`src/rtl/multiplication_job_queue_if.sv`:
```
// Streaming handshakes around the multiplication job queue: operand intake and result output.
// Latency: none, this is wiring only.
// Backpressure: op_ready_out throttles the producer; result_ready_in stalls the result port.
interface multiplication_job_queue_if #(
    parameter int WIDTH = 8
);
    // Operand intake channel.
    logic               op_valid_in;
    logic               op_ready_out;
    logic [WIDTH-1:0]   multiplicand_op_in;
    logic [WIDTH-1:0]   multiplier_op_in;

    // Result delivery channel.
    logic               result_valid_out;
    logic               result_ready_in;
    logic [2*WIDTH-1:0] result_out;

    // Environment side: produces operands, consumes results.
    modport master (
        output op_valid_in,
        output multiplicand_op_in,
        output multiplier_op_in,
        output result_ready_in,
        input  op_ready_out,
        input  result_valid_out,
        input  result_out
    );

    // Queue side: accepts operands, produces results.
    modport slave (
        input  op_valid_in,
        input  multiplicand_op_in,
        input  multiplier_op_in,
        input  result_ready_in,
        output op_ready_out,
        output result_valid_out,
        output result_out
    );
endinterface

```
`src/rtl/multiplication_job_queue.sv`:
```
// Feeds a sequential multiplier from an operand FIFO and returns its products on a valid/ready port.
// Latency: push edge a -> LAUNCH in cycle a+2 -> result valid in cycle a+3+MUL_LATENCY.
// Backpressure: op_ready_out drops when the FIFO is full; the FSM parks in HOLD until result_ready_in.
// Optional: define MULTIPLICATION_JOB_QUEUE_STATS_EN to add the saturating jobs_done_out counter.
module multiplication_job_queue #(
    parameter int WIDTH       = 8,
    parameter int DEPTH       = 4,
    parameter int MUL_LATENCY = WIDTH + 1
) (
    input  logic                         clock,
    input  logic                         reset_in,

    multiplication_job_queue_if.slave    bus,

    output logic [WIDTH-1:0]             multiplicand_out,
    output logic [WIDTH-1:0]             multiplier_out,
    output logic                         start_out,
    input  logic [2*WIDTH-1:0]           product_in,

    output logic [$clog2(DEPTH+1)-1:0]   count_out,
    output logic                         busy_out
`ifdef MULTIPLICATION_JOB_QUEUE_STATS_EN
    ,
    output logic [15:0]                  jobs_done_out
`endif
);

    localparam int PTR_W = (DEPTH > 1) ? $clog2(DEPTH) : 1;
    localparam int CNT_W = $clog2(DEPTH + 1);
    localparam int LAT_W = (MUL_LATENCY > 1) ? $clog2(MUL_LATENCY) : 1;

    localparam logic [CNT_W-1:0] FULL_LEVEL = CNT_W'(DEPTH);
    localparam logic [LAT_W-1:0] LAT_LOAD   = LAT_W'(MUL_LATENCY - 1);

    typedef enum logic [1:0] {
        IDLE   = 2'd0,
        LAUNCH = 2'd1,
        WAIT   = 2'd2,
        HOLD   = 2'd3
    } state_t;

    // ------------------------------------------------------------------
    // Operand FIFO
    // ------------------------------------------------------------------
    logic [2*WIDTH-1:0] mem_q [DEPTH];
    logic [PTR_W-1:0]   wr_ptr_q, wr_ptr_d;
    logic [PTR_W-1:0]   rd_ptr_q, rd_ptr_d;
    logic [CNT_W-1:0]   count_q,  count_d;

    // ------------------------------------------------------------------
    // Sequencing state
    // ------------------------------------------------------------------
    state_t             state_q,  state_d;
    logic [LAT_W-1:0]   wait_q,   wait_d;
    logic [WIDTH-1:0]   mcand_q,  mcand_d;
    logic [WIDTH-1:0]   mplier_q, mplier_d;
    logic [2*WIDTH-1:0] result_q, result_d;

    logic op_ready;
    logic push;
    logic pop;
    logic result_hs;

    // Ready depends only on the registered occupancy, so a full FIFO refuses
    // a push even when the FSM pops on the same edge.
    assign op_ready  = (count_q != FULL_LEVEL);
    assign push      = bus.op_valid_in && op_ready;
    assign pop       = (state_q == IDLE) && (count_q != '0);
    assign result_hs = (state_q == HOLD) && bus.result_ready_in;

    // FIFO pointer and occupancy next-state; pointers wrap naturally at DEPTH (power of 2).
    always_comb begin
        wr_ptr_d = wr_ptr_q;
        rd_ptr_d = rd_ptr_q;
        count_d  = count_q;
        if (push) begin
            wr_ptr_d = wr_ptr_q + 1'b1;
        end
        if (pop) begin
            rd_ptr_d = rd_ptr_q + 1'b1;
        end
        unique case ({push, pop})
            2'b10:   count_d = count_q + 1'b1;
            2'b01:   count_d = count_q - 1'b1;
            default: count_d = count_q;
        endcase
    end

    // FIFO storage write; contents need no reset since occupancy gates every read.
    always_ff @(posedge clock) begin
        if (push) begin
            mem_q[wr_ptr_q] <= {bus.multiplicand_op_in, bus.multiplier_op_in};
        end
    end

    // FIFO pointer and occupancy registers.
    always_ff @(posedge clock) begin
        if (reset_in) begin
            wr_ptr_q <= '0;
            rd_ptr_q <= '0;
            count_q  <= '0;
        end else begin
            wr_ptr_q <= wr_ptr_d;
            rd_ptr_q <= rd_ptr_d;
            count_q  <= count_d;
        end
    end

    // FSM next-state: pop in IDLE, pulse start in LAUNCH, count down in WAIT, present in HOLD.
    always_comb begin
        state_d  = state_q;
        wait_d   = wait_q;
        mcand_d  = mcand_q;
        mplier_d = mplier_q;
        result_d = result_q;
        unique case (state_q)
            IDLE: begin
                if (pop) begin
                    {mcand_d, mplier_d} = mem_q[rd_ptr_q];
                    state_d             = LAUNCH;
                end
            end
            LAUNCH: begin
                wait_d  = LAT_LOAD;
                state_d = WAIT;
            end
            WAIT: begin
                // The multiplier's product is valid in the cycle the counter reads zero.
                if (wait_q == '0) begin
                    result_d = product_in;
                    state_d  = HOLD;
                end else begin
                    wait_d = wait_q - 1'b1;
                end
            end
            HOLD: begin
                if (bus.result_ready_in) begin
                    state_d = IDLE;
                end
            end
            default: begin
                state_d = IDLE;
            end
        endcase
    end

    // FSM, operand and result registers; a reset drops any in-flight job.
    always_ff @(posedge clock) begin
        if (reset_in) begin
            state_q  <= IDLE;
            wait_q   <= '0;
            mcand_q  <= '0;
            mplier_q <= '0;
            result_q <= '0;
        end else begin
            state_q  <= state_d;
            wait_q   <= wait_d;
            mcand_q  <= mcand_d;
            mplier_q <= mplier_d;
            result_q <= result_d;
        end
    end

`ifdef MULTIPLICATION_JOB_QUEUE_STATS_EN
    logic [15:0] jobs_done_q, jobs_done_d;

    // Completed-job counter, saturating at all ones.
    always_comb begin
        jobs_done_d = jobs_done_q;
        if (result_hs && (jobs_done_q != 16'hFFFF)) begin
            jobs_done_d = jobs_done_q + 16'd1;
        end
    end

    // Completed-job counter register.
    always_ff @(posedge clock) begin
        if (reset_in) begin
            jobs_done_q <= '0;
        end else begin
            jobs_done_q <= jobs_done_d;
        end
    end

    assign jobs_done_out = jobs_done_q;
`else
    // Handshake term is only consumed by the statistics counter.
    logic unused_result_hs;
    assign unused_result_hs = result_hs;
`endif

    // All outputs decode registered state only; no input reaches an output combinationally.
    assign bus.op_ready_out     = op_ready;
    assign bus.result_valid_out = (state_q == HOLD);
    assign bus.result_out       = result_q;
    assign multiplicand_out     = mcand_q;
    assign multiplier_out       = mplier_q;
    assign start_out            = (state_q == LAUNCH);
    assign count_out            = count_q;
    assign busy_out             = (state_q != IDLE);

endmodule
```
`src/flat_wrapper.sv`:
```
// flat-port wrapper written by rule: the top's interface ports become plain ports
module multiplication_job_queue_flat 
#(
    parameter int WIDTH       = 8,
    parameter int DEPTH       = 4,
    parameter int MUL_LATENCY = WIDTH + 1
)
  (clock, reset_in, multiplicand_out, multiplier_out, start_out, product_in, count_out, busy_out, bus_op_valid_in, bus_multiplicand_op_in, bus_multiplier_op_in, bus_result_ready_in, bus_op_ready_out, bus_result_valid_out, bus_result_out);
  multiplication_job_queue_if #(.WIDTH(WIDTH)) bus_i ();
  input  logic clock;
  input  logic reset_in;
  output logic [WIDTH-1:0] multiplicand_out;
  output logic [WIDTH-1:0] multiplier_out;
  output logic start_out;
  input  logic [2*WIDTH-1:0] product_in;
  output logic [$clog2(DEPTH+1)-1:0] count_out;
  output logic busy_out;
  input wire logic [$bits(bus_i.op_valid_in)-1:0] bus_op_valid_in;
  input wire logic [$bits(bus_i.multiplicand_op_in)-1:0] bus_multiplicand_op_in;
  input wire logic [$bits(bus_i.multiplier_op_in)-1:0] bus_multiplier_op_in;
  input wire logic [$bits(bus_i.result_ready_in)-1:0] bus_result_ready_in;
  output wire logic [$bits(bus_i.op_ready_out)-1:0] bus_op_ready_out;
  output wire logic [$bits(bus_i.result_valid_out)-1:0] bus_result_valid_out;
  output wire logic [$bits(bus_i.result_out)-1:0] bus_result_out;
  assign bus_i.op_valid_in = bus_op_valid_in;
  assign bus_i.multiplicand_op_in = bus_multiplicand_op_in;
  assign bus_i.multiplier_op_in = bus_multiplier_op_in;
  assign bus_i.result_ready_in = bus_result_ready_in;
  assign bus_op_ready_out = bus_i.op_ready_out;
  assign bus_result_valid_out = bus_i.result_valid_out;
  assign bus_result_out = bus_i.result_out;
  multiplication_job_queue #(.WIDTH(WIDTH), .DEPTH(DEPTH), .MUL_LATENCY(MUL_LATENCY)) u_core (.clock(clock), .reset_in(reset_in), .bus(bus_i), .multiplicand_out(multiplicand_out), .multiplier_out(multiplier_out), .start_out(start_out), .product_in(product_in), .count_out(count_out), .busy_out(busy_out));
endmodule
```
`config.mk`:
```
export PLATFORM = sky130hd
export DESIGN_NAME = multiplication_job_queue_flat
export DESIGN_NICKNAME = d
export VERILOG_FILES = /design/src/rtl/multiplication_job_queue_if.sv /design/src/rtl/multiplication_job_queue.sv /design/src/flat_wrapper.sv
export SDC_FILE = /design/constraint.sdc
export NUM_CORES = 1
export LEC_CHECK = 0
export ABC_AREA = 1
export BUFFER_PORTS_ARGS = -buffer_cell sky130_fd_sc_hd__buf_2
export CAP_MARGIN = 20
export CORE_MARGIN = 5
export CORE_UTILIZATION = 30
export DETAILED_ROUTE_END_ITERATION = 12
export GPL_TIMING_DRIVEN = 0
export PLACE_DENSITY = 0.46
export SETUP_SLACK_MARGIN = 0.4
export SKIP_LAST_GASP = 1
export SLEW_MARGIN = 40
export SYNTH_ARGS = -nofsm -noshare
export SYNTH_HDL_FRONTEND = slang
export SYNTH_SLANG_ARGS = --single-unit
```
`constraint.sdc`:
```
create_clock -name clock -period 4 [get_ports clock]
set_clock_uncertainty 0.15 [all_clocks]
set_input_delay 0.4 -clock clock [delete_from_list [all_inputs] [get_ports clock]]
set_output_delay 0.4 -clock clock [all_outputs]
set_load 0.02 [all_outputs]
```
==> results of run 1 <==
[cell families (layout without fill, tap and decap cells)]
group	count (synthesis)	count (layout)	share of synthesized area, %
and+or+nand+nor	126	126	11.7
xor gates and xnor gates	2	2	0.391
DFF	109	109	63.0
buffers and inverters	61	154	6.87
AOI/OAI and AO/OA	113	113	14.5
adders and majority gates	12	12	3.52
[layout make-up]
class	instances	area share, %
tap	184	4.20
timing repair buffer	77	8.04
clock buffer	10	4.18
inverter	40	2.81
multi-input combinational	253	25.2
buffer	21	2.81
clock inverter	6	1.19
sequential	109	51.6
[placed cells by master, fill, tap and decap left out, types with 2 or more instances in the layout]
cell type,count
a21oi_2,14
nand2_1,20
clkbuf_16,9
nor2_4,4
nand2_2,4
nor2_1,87
edfxtp_1,64
dfxtp_1,45
o21ai_1,35
inv_1,34
ha_1,11
nand3_2,3
inv_2,4
xor2_1,2
buf_6,8
clkinv_4,3
nand3_1,3
clkinv_2,2
o21ai_2,9
buf_2,83
nand4_1,2
o21ai_0,42
clkbuf_1,4
buf_16,2
a21oi_1,13
[registers in the layout, indices dropped and copies added (netlist names)]
name and flops:
u_core.state_q 2, u_core.wr_ptr_q 2, u_core.count_out 3, u_core.multiplier_out 8, u_core.wait_q 4, u_core.bus.result_out 16, u_core.multiplicand_out 8, u_core.rd_ptr_q 2
u_core.mem_q 64
[synthesized netlist by cell type (2+ instances only)]
library cell,instances,area [um2]
nand2_1,20,75.1
buf_6,8,90.1
xor2_1,2,17.5
a21oi_1,13,65.1
inv_1,34,128
buf_2,9,45.0
o21ai_2,9,78.8
nand4_1,2,12.5
ha_1,11,138
inv_2,4,15.0
nand3_2,3,30.0
o21ai_1,35,175
edfxtp_1,64,1920
nand2_2,4,25.0
clkbuf_1,3,11.3
nor2_1,91,342
a21oi_2,14,123
dfxtp_1,45,901
o21ai_0,42,210
nand3_1,3,15.0
[power by group]
| group | leakage (nW) | switching [mW] | total [mW] | internal [mW] |
|---|---|---|---|---|
| logic | 1.08 | 1.05 | 1.60 | 0.556 |
| clock network | 0.144 | 0.406 | 0.892 | 0.486 |
| registers | 0.957 | 0.0962 | 1.51 | 1.42 |
[metal layers]
layer	global-route usage, %	wire, um
met4	5.20	174
met1	17.3	5140
met2	18.8	4660
met3	3.28	682
met5	0	0
[worst register-to-register path, cell delays in order (launching register included)]
cell	delay (ns)
dfxtp_1	0.33
inv_1	0.12
ha_1	0.24
nand2_2	0.10
inv_2	0.18
buf_6	0.17
ha_1	0.14
inv_1	0.07
fa_1	0.38
nor2_1	0.11
nor2_1	0.04
nand2_1	0.07
o21ai_0	0.07
a21oi_1	0.13
[path summary, 6_finish.rpt]
check	end	cells after the start	slack, ns	from
min	u_core.mem_q[3][6]$_DFFE_PP_	1	0.11	bus_multiplier_op_in[6]
max	u_core.count_out[2]$_SDFFE_PP0P_	13	1.61	u_core.state_q[0]$_SDFFE_PP0P_
max reg2reg	u_core.count_out[2]$_SDFFE_PP0P_	13	1.61	u_core.state_q[0]$_SDFFE_PP0P_
min reg2reg	u_core.wait_q[0]$_SDFFE_PP0P_	1	0.29	u_core.wait_q[0]$_SDFFE_PP0P_
[stage by stage]
stage | instance area (um2) | util (%) | setup WS, ns
after floorplan | 4480 | - | 1.80
after global placement | 5080 | 34.8 | 1.32
after detailed placement | 5180 | 35.5 | 1.60
after CTS | 5480 | 37.5 | 1.59
after global routing | 5480 | 37.5 | 1.41
final | 5480 | 37.5 | 1.61
==> out/metrics.cfg, run 1 <==
[job]
drv_cap=0

[critical_path]
cp_slowest_cell=fa_1
cp.arrival_ns=2.52
cp_max_fo=10
critPathKind=flip-flop to flip-flop
slowest_delay_ns=0.38
cp_num_buf_inv=4
end_kind=flip-flop
critPathLaunchType=flip-flop
path_delay_family=adder cells
crit_chain=inv_1 -> ha_1 -> nand2_2 -> inv_2 -> buf_6 -> ha_1 -> inv_1 -> fa_1 -> nor2_1 -> nor2_1 -> nand2_1 -> o21ai_0 -> a21oi_1
worstPathRequired_ns=4.13

[clock_network]
h-tree-depth=3
insertion_delay_ns=0.35
clock_path_buffers=2
cts_resized=0
cts.sinks=109
cts_tree=done
cts_hold_buffers=0
cts.clk_slew.worst_paths_ns=0.07
numCtsBuffers=9
cts_setup_buffers=0
ctsRootBufferMaster=clkbuf_16

[synthesis]
async_flop_share_pct=0
ys.flop_type=edfxtp_1
syn_area_um2=4480
avgSynthCellArea_um2=10.6
yosys_warnings=0
synth.distinct_cells=27
synth_seq_cells=109
yosysSeqAreaShare_pct=63.0
syn_inst=423
synthesis.nets=471
synth_edf_count=64

[timing]
fmax_ghz=0.419
rsz0062_at_grt=no
setup_violations=0
finalCritPeriodShare_pct=59.7
final_hold_viol_count=0
worstMarginPinSlew_ns=0.701
fin_crit_ns=2.39
fin_tns_setup_ns=0
finalMaxSlewViolations=0
hold_slack_ns=0.113
relSlewSlack_pct=53.3

[layout]
n_antenna_cell=0
multi_input_area_um2=1380
syn_to_final_growth_pct=22.2
drive_gt1_share_pct=29.3
regArea_um2=2820
nets=559
fillers=1465
layout.cells.non_filler=700

[floorplanning]
initial_core_util_pct=30.7
die_h_um=132
die_x_um=132
pin_count=75
rows=44
die-area_um2=17500
core_area_um2=14600

[place]
place.port_buffers=74
place_inst=684
gp_congestion=0.710
dp_hpwl_um=7280

[power]
power_mw=4.01
power.density_nw_per_um2=732
ir_worst_vdd_v=0.000305
leakagePower_nw=2.18

[run_status]
outcome=finished clean

[grt]
gr-total-overflow=0
grt_max_degree=19
grt_usage_pct=12.6
grt_pass1_vias=3062
grt_first_pass_wirelength_um=17100
antenna_found_initial=0

[detailed_routing]
drc=0
wl_um=10700
num_vias=3126
ant_nets=0
first_pass_iters=4
drt-initial-drc-count=173
viasPerCell=4.47
wl_per_cell_um=15.2

[hold_path]
hold_class=input pin to flip-flop

(Power assumes the default switching activity.)
==> inputs of run 2 (changes only) <==
--- a/config.mk
+++ b/config.mk
@@ -5,14 +5,14 @@
 export SDC_FILE = /design/constraint.sdc
 export NUM_CORES = 1
 export LEC_CHECK = 0
-export ABC_AREA = 1
+export ABC_AREA = 0
 export BUFFER_PORTS_ARGS = -buffer_cell sky130_fd_sc_hd__buf_2
 export CAP_MARGIN = 20
 export CORE_MARGIN = 5
 export CORE_UTILIZATION = 30
 export DETAILED_ROUTE_END_ITERATION = 12
 export GPL_TIMING_DRIVEN = 0
-export PLACE_DENSITY = 0.46
+export PLACE_DENSITY = 0.48
 export SETUP_SLACK_MARGIN = 0.4
 export SKIP_LAST_GASP = 1
 export SLEW_MARGIN = 40
==> constraint.sdc (replaced) <==
create_clock -name clock -period 2.05 [get_ports clock]
set_clock_uncertainty 0.15 [all_clocks]
set_input_delay 0.205 -clock clock [delete_from_list [all_inputs] [get_ports clock]]
set_output_delay 0.205 -clock clock [all_outputs]
set_load 0.02 [all_outputs]
==> run 2 against run 1 <==
Against the previous run:
- the run now ends with negative setup slack left
- utilization rose by 5.5 points
- sequential cell count stayed put
- non-clock buffer count grew 57
- final area grew 8.3%
- critical path depth fell by 4
- via count down 10%
- total power up 84%
- fmax up 7.1%
- cell count decreased by 11%
- first-iteration DRC count decreased by 43%
- clock power rose by 98%
- critical path type unchanged
- highest routed layer unchanged
==> out/metrics.cfg, run 2 <==
[detailed_routing]
drc=0  ; unchanged
num_vias=2810  ; -10%
wl_per_cell_um=15.4  ; +1.4%
wl_um=9570  ; -10%
viasPerCell=4.53  ; +1.5%
ant_nets=0  ; unchanged
first_pass_iters=5  ; +1
drt-initial-drc-count=98  ; -43%

[layout]
fillers=1321  ; -9.8%
final_cell_mix=buf_2, edfxtp_1, dfxtp_1
syn_to_final_growth_pct=42.0
regArea_um2=2840  ; +0.66%
multi_input_area_um2=1360  ; -1.6%
largest-register=u_core.mem_q
mostFrequentLayoutCell=buf_2
n_antenna_cell=0  ; unchanged
nets=483  ; -14%
largest_reg_flops=64  ; unchanged
drive_gt1_share_pct=42.3  ; +13 points
design_area_um2=5930  ; +8.3%

[clock_network]
insertion_delay_ns=0.33  ; -0.02 ns
cts.sinks=109  ; unchanged
cts.clk_slew.worst_paths_ns=0.07  ; about the same
clock_path_buffers=2  ; unchanged
cts_tree=done
ctsRootBufferMaster=clkbuf_16
numCtsBuffers=9  ; unchanged
h-tree-depth=3  ; unchanged

[synthesis]
avgSynthCellArea_um2=14.6  ; +38%
syn_area_um2=4170  ; -6.8%
synth.distinct_cells=38  ; +41%
synthesis.nets=333  ; -29%
synth_seq_cells=109  ; unchanged
yosysSeqAreaShare_pct=67.6  ; +4.6 points
yosys-top-cells-count=edfxtp_1, dfxtp_1, nand2_1, a21oi_1
ys.flop_type=edfxtp_1
synth_area_leader_cell=edfxtp_1
yosysTopAreaCellShare_pct=46.0  ; +3.2 points
yosys_warnings=0  ; unchanged
synth_edf_count=64  ; unchanged
syn_inst=285  ; -33%
synth_area_leaders=edfxtp_1, dfxtp_1, mux4_2, a22o_1, ha_1
async_flop_share_pct=0  ; unchanged
synth_most_common_cell=edfxtp_1

[grt]
grt_pass1_vias=2886  ; -5.7%
antenna_found_initial=0  ; unchanged
gr-total-overflow=0  ; unchanged
grt_usage_pct=11.6  ; -0.97 points
grt_max_degree=20  ; +1
grt_first_pass_wirelength_um=14900  ; -13%

[critical_path]
critPathLaunchType=flip-flop
worstPathRequired_ns=2.16  ; -1.97 ns
rrSetupSlack_ns=-0.18  ; -1.79 ns
critPathKind=flip-flop to flip-flop
cp.arrival_ns=2.34  ; -0.18 ns
critical_path.startpoint=u_core.count_out[1]$_SDFFE_PP0P_
cp_max_fo=2  ; -8
rr_startpoint=u_core.count_out[1]$_SDFFE_PP0P_
rr_worst_depth=9  ; -4
timing.rr.end=u_core.count_out[2]$_SDFFE_PP0P_
end_kind=flip-flop

[timing]
final_hold_viol_count=0  ; unchanged
rsz0062_at_grt=yes
relSlewSlack_pct=56.6  ; +3.3 points
worst_slack_ns=-0.179  ; -1.79 ns
finalMaxSlewViolations=0  ; unchanged
finalCritPeriodShare_pct=109  ; +49 points
fmax_ghz=0.449  ; +7.1%
setup_violations=11  ; +11
fin_crit_ns=2.23  ; -0.159 ns
worstMarginPinSlew_ns=0.652  ; -0.0489 ns

[power]
ir_worst_vdd_v=0.000453  ; +48%
power_mw=7.39  ; +84%
leakagePower_nw=2.29  ; +5.0%
power.density_nw_per_um2=1250  ; +70%

[hold_path]
hold_depth=3  ; +2
hold_class=input pin to flip-flop
hp-start=reset_in
hold_path_end=u_core.state_q[1]$_SDFFE_PP0P_

[floorplanning]
core_area_um2=13800  ; -5.6%
initial_core_util_pct=30.3  ; -0.41 points
rows=43  ; -2.3%
die_h_um=128  ; -3.2%
die-area_um2=16400  ; -6.3%
die_x_um=128  ; -3.2%
pin_count=75  ; unchanged

[place]
gp_congestion=0.698  ; -1.7%
dp_hpwl_um=5850  ; -20%
place.port_buffers=73  ; -1.4%
postPlaceCellArea_um2=4850  ; -6.4%

[run_status]
outcome=finished, violations left
violations=negative setup slack

[job]
drv_cap=0  ; unchanged

[run 2: worst max-delay path by stage]
| stage | endpoint | slack, ns | depth (start not counted) |
|---|---|---|---|
| 6_report | u_core.count_out[2]$_SDFFE_PP0P_ | -0.18 | 9 |
| 5_1_grt | u_core.count_out[2]$_SDFFE_PP0P_ | -0.25 | 9 |
| 4_1_cts | u_core.count_out[2]$_SDFFE_PP0P_ | -0.17 | 9 |
| 3_5_place_dp | u_core.count_out[2]$_SDFFE_PP0P_ | -0.27 | 9 |
| 3_3_place_gp | u_core.count_out[2]$_SDFFE_PP0P_ | -0.25 | 9 |
| 2_1_floorplan | u_core.count_out[2]$_SDFFE_PP0P_ | -0.19 | 9 |
[run 2: report_power, final]
| group | switching (mW) | internal [mW] |
|---|---|---|
| clock network | 0.777 | 0.997 |
| logic | 1.38 | 1.34 |
| registers | 0.178 | 2.71 |
[run 2: cell families (layout without fill, tap and decap cells)]
group,after synthesis,in the layout,share of synthesized area (%)
fa+ha+maj,12,12,3.78
simple gates,64,64,7.73
compound gates,49,49,7.91
flops,109,109,67.6
mux,19,19,9.35
xor+xnor,4,4,0.839
buf+inv,28,183,2.76
[run 2: per-stage QoR]
stage               TNS [ns]  hold slack [ns]  setup WS, ns  utilization, %  std cells
floorplan             -0.237            0.154        -0.188               -        285
detailed placement    -0.422            0.277        -0.273            35.2        538
CTS                   -0.220            0.121        -0.172            41.7        610
global placement      -0.384            0.271        -0.253            35.2        538
global route           -3.82            0.149        -0.251            43.0        620
finish                -0.264            0.132        -0.179            43.0        620
[run 2: cell type report]
type / count / share of cell area (%)
Sequential cell: 109 / 47.9
Multi-Input combinational cell: 148 / 22.9
Timing Repair Buffer: 139 / 17.0
Clock buffer: 11 / 4.09
Tap cell: 180 / 3.80
Buffer: 16 / 2.30
Clock inverter: 5 / 1.12
Inverter: 12 / 0.844
[run 2: repair_timing]
item | in CTS | in global routing
hold endpoints to repair | 80 | 0
pin swaps | 6 | 8
gates cloned | 1 | 1
resized for setup | 30 | 20
hold buffers | 32 | 0
buffers inserted | 23 | 9
endpoints found under the setup margin | 101 | 108
[run 2: metal layers]
metal / vias up / global-route usage, % / share of wire [%]
met1: 1371 / 14.6 / 45
li1: 1360 / - / -
met4: 0 / 2.87 / 1.2
met3: 10 / 3.79 / 5.4
met5: - / 0 / 0
met2: 69 / 19.4 / 48
[run 2: worst max-delay path: stages, from the launching register on]
cell,delay (ns)
dfxtp_4,0.34
or3b_1,0.38
clkbuf_8,0.15
nand2_4,0.06
ha_4,0.13
inv_2,0.03
fa_2,0.32
xor2_1,0.16
or3_1,0.31
a21oi_1,0.12
==> inputs of run 3 (changes only) <==
--- a/config.mk
+++ b/config.mk
@@ -11,7 +11,6 @@
 export CORE_MARGIN = 5
 export CORE_UTILIZATION = 30
 export DETAILED_ROUTE_END_ITERATION = 12
-export GPL_TIMING_DRIVEN = 0
 export PLACE_DENSITY = 0.48
 export SETUP_SLACK_MARGIN = 0.4
 export SKIP_LAST_GASP = 1
==> run 3 against run 2 <==
Against the previous run:
- the flow still finishes with violations (negative setup slack)
- total power increased by 2.2%
- via count decreased by 0.28%
- utilization increased by 0.31 points
- fmax increased by 4.4%
- sequential cell count unchanged
- critical path type unchanged
- final area increased by 0.72%
- first-iteration DRC count increased by 39%
- critical path depth decreased by 1
- combinational power increased by 6%
- die area unchanged
- routed wire length increased by 2.8%
==> out/metrics.cfg, run 3 (synthesized netlist as in run 2, its figures left out) <==
[run_status]
outcome=finished, violations left
violations=negative setup slack

[clock_network]
ctsRootBufferMaster=clkbuf_16
numCtsBuffers=9  ; unchanged
cts.sinks=109  ; unchanged
cts.clk_slew.worst_paths_ns=0.07  ; about the same
h-tree-depth=3  ; unchanged
insertion_delay_ns=0.35  ; +0.02 ns
cts_tree=done
clock_path_buffers=2  ; unchanged

[grt]
grt_pass1_vias=2887  ; +0.035%
gr-total-overflow=0  ; unchanged
antenna_found_initial=0  ; unchanged
grt_usage_pct=12.4  ; +0.83 points
grt_first_pass_wirelength_um=15400  ; +3.2%
grt_max_degree=20  ; unchanged

[timing]
setup_violations=1  ; -10
worst_slack_ns=-0.0861  ; +0.0932 ns
final_hold_viol_count=0  ; unchanged
rsz0062_at_grt=yes
relSlewSlack_pct=78.1  ; +22 points
worstMarginPinSlew_ns=0.324  ; -0.328 ns
fmax_ghz=0.468  ; +4.4%
fin_crit_ns=2.14  ; -0.0932 ns
finalCritPeriodShare_pct=104  ; -4.5 points
finalMaxSlewViolations=0  ; unchanged
hold_slack_ns=0.0875  ; -0.0446 ns

[layout]
final_cell_mix=buf_2, edfxtp_1, dfxtp_1
syn_to_final_growth_pct=43.0
nets=479  ; -0.83%
drive_gt1_share_pct=43.6  ; +1.3 points
postLayoutCoreUtil_pct=43.4  ; +0.31 points
largest_reg_flops=64  ; unchanged
largest-register=u_core.mem_q
layout.cells.non_filler=616  ; -0.65%
mostFrequentLayoutCell=buf_2
n_antenna_cell=0  ; unchanged

[floorplanning]
initial_core_util_pct=30.3  ; unchanged
pin_count=75  ; unchanged
die-area_um2=16400  ; unchanged
rows=43  ; unchanged
die_x_um=128  ; unchanged
die_h_um=128  ; unchanged
core_area_um2=13800  ; unchanged

[detailed_routing]
wl_per_cell_um=16.0  ; +3.4%
wl_um=9830  ; +2.8%
drt-initial-drc-count=136  ; +39%
ant_nets=0  ; unchanged
first_pass_iters=4  ; -1
viasPerCell=4.55  ; +0.36%
drc=0  ; unchanged
num_vias=2802  ; -0.28%

[place]
place_inst=544  ; +1.1%
gp_congestion=0.685  ; -1.9%
place.port_buffers=74  ; +1.4%
dp_hpwl_um=5790  ; -1.1%

[critical_path]
rr_worst_depth=8  ; -1
rrSetupSlack_ns=-0.09  ; +0.09 ns
worstPathRequired_ns=2.18  ; +0.02 ns
critPathLaunchType=flip-flop
rr_startpoint=u_core.count_out[1]$_SDFFE_PP0P_
timing.rr.end=u_core.count_out[2]$_SDFFE_PP0P_
crit_chain=or3b_4 -> nand2_4 -> ha_4 -> inv_2 -> fa_2 -> xor2_1 -> or3_1 -> a21oi_2
cp_max_fo=2  ; unchanged
end_kind=flip-flop
cp.arrival_ns=2.27  ; -0.07 ns
slowest_delay_ns=0.41  ; +0.03 ns
critPathKind=flip-flop to flip-flop
cp_slowest_cell=or3b_4

[power]
ir_worst_vdd_v=0.000494  ; +9.0%
power.density_nw_per_um2=1260  ; +1.5%
leakagePower_nw=2.29  ; +0.11%

[hold_path]
hold_depth=2  ; -1
hp-start=reset_in
hold_class=input pin to flip-flop
hold_path_end=u_core.bus.result_out[1]$_SDFFE_PP0P_

[job]
drv_cap=0  ; unchanged

## run 3: worst max-delay path by stage
stage	end	slack (ns)	from	cells past startpoint
global route	u_core.count_out[2]$_SDFFE_PP0P_	-0.14	u_core.count_out[1]$_SDFFE_PP0P_	8
finish	u_core.count_out[2]$_SDFFE_PP0P_	-0.09	u_core.count_out[1]$_SDFFE_PP0P_	8
detailed placement	u_core.count_out[2]$_SDFFE_PP0P_	-0.09	u_core.count_out[1]$_SDFFE_PP0P_	8
floorplan	u_core.count_out[2]$_SDFFE_PP0P_	-0.19	u_core.count_out[1]$_SDFFE_PP0P_	9
global placement	u_core.count_out[2]$_SDFFE_PP0P_	-0.06	u_core.count_out[1]$_SDFFE_PP0P_	8
CTS	u_core.count_out[2]$_SDFFE_PP0P_	-0.08	u_core.count_out[1]$_SDFFE_PP0P_	8
## run 3: where the power goes
part | internal, mW | switching, mW
sequential | 2.71 | 0.181
clock | 0.969 | 0.816
combinational | 1.47 | 1.40
total | 5.15 | 2.40
## run 3: final cells by class
| class | instances | area, um2 |
|---|---|---|
| inverters | 12 | 47.5 |
| flip-flops and latches | 109 | 2840 |
| repair buffers | 148 | 1130 |
| multi-input cells | 151 | 1420 |
| clock inverters | 7 | 82.6 |
| well taps | 180 | 225 |
| fillers | 1297 | 7800 |
| clock buffers | 9 | 225 |
## run 3: repair_timing
item                                    4_1_cts  5_1_grt
resized for setup                            27       23
endpoints found under the setup margin      105      111
hold buffers                                 32        0
hold endpoints to repair                     80        0
pin swaps                                    23       12
buffers inserted                              9       10
cloned                                        5        0
## run 3: per-stage QoR
stage	TNS [ns]	setup WS, ns	instance area, um2	power [mW]
global placement	-0.0581	-0.0581	4940	5.14
CTS	-0.0818	-0.0818	5800	7.45
global route	-0.143	-0.143	5970	7.98
floorplan	-0.237	-0.188	4260	4.38
finish	-0.0861	-0.0861	5970	7.55
detailed placement	-0.0937	-0.0937	4940	5.17
## run 3: layer usage
| metal | GRT usage (%) | vias up | share of wire [%] | wire, um |
|---|---|---|---|---|
| met5 | 0 | - | 0 | 0 |
| met2 | 20.9 | 65 | 50 | 4900 |
| met3 | 5.42 | 11 | 6.6 | 647 |
| met1 | 14.6 | 1369 | 43 | 4200 |
| li1 | - | 1357 | - | - |
| met4 | 3.18 | 0 | 0.88 | 87 |
## run 3: worst max-delay path: cells and delay by family (launching register included)
kind	cells	cell delay [ns]
simple gates	3	0.83
fa+ha+maj	2	0.44
flops	1	0.34
xor+xnor	1	0.15
compound gates	1	0.12
buf+inv	1	0.03
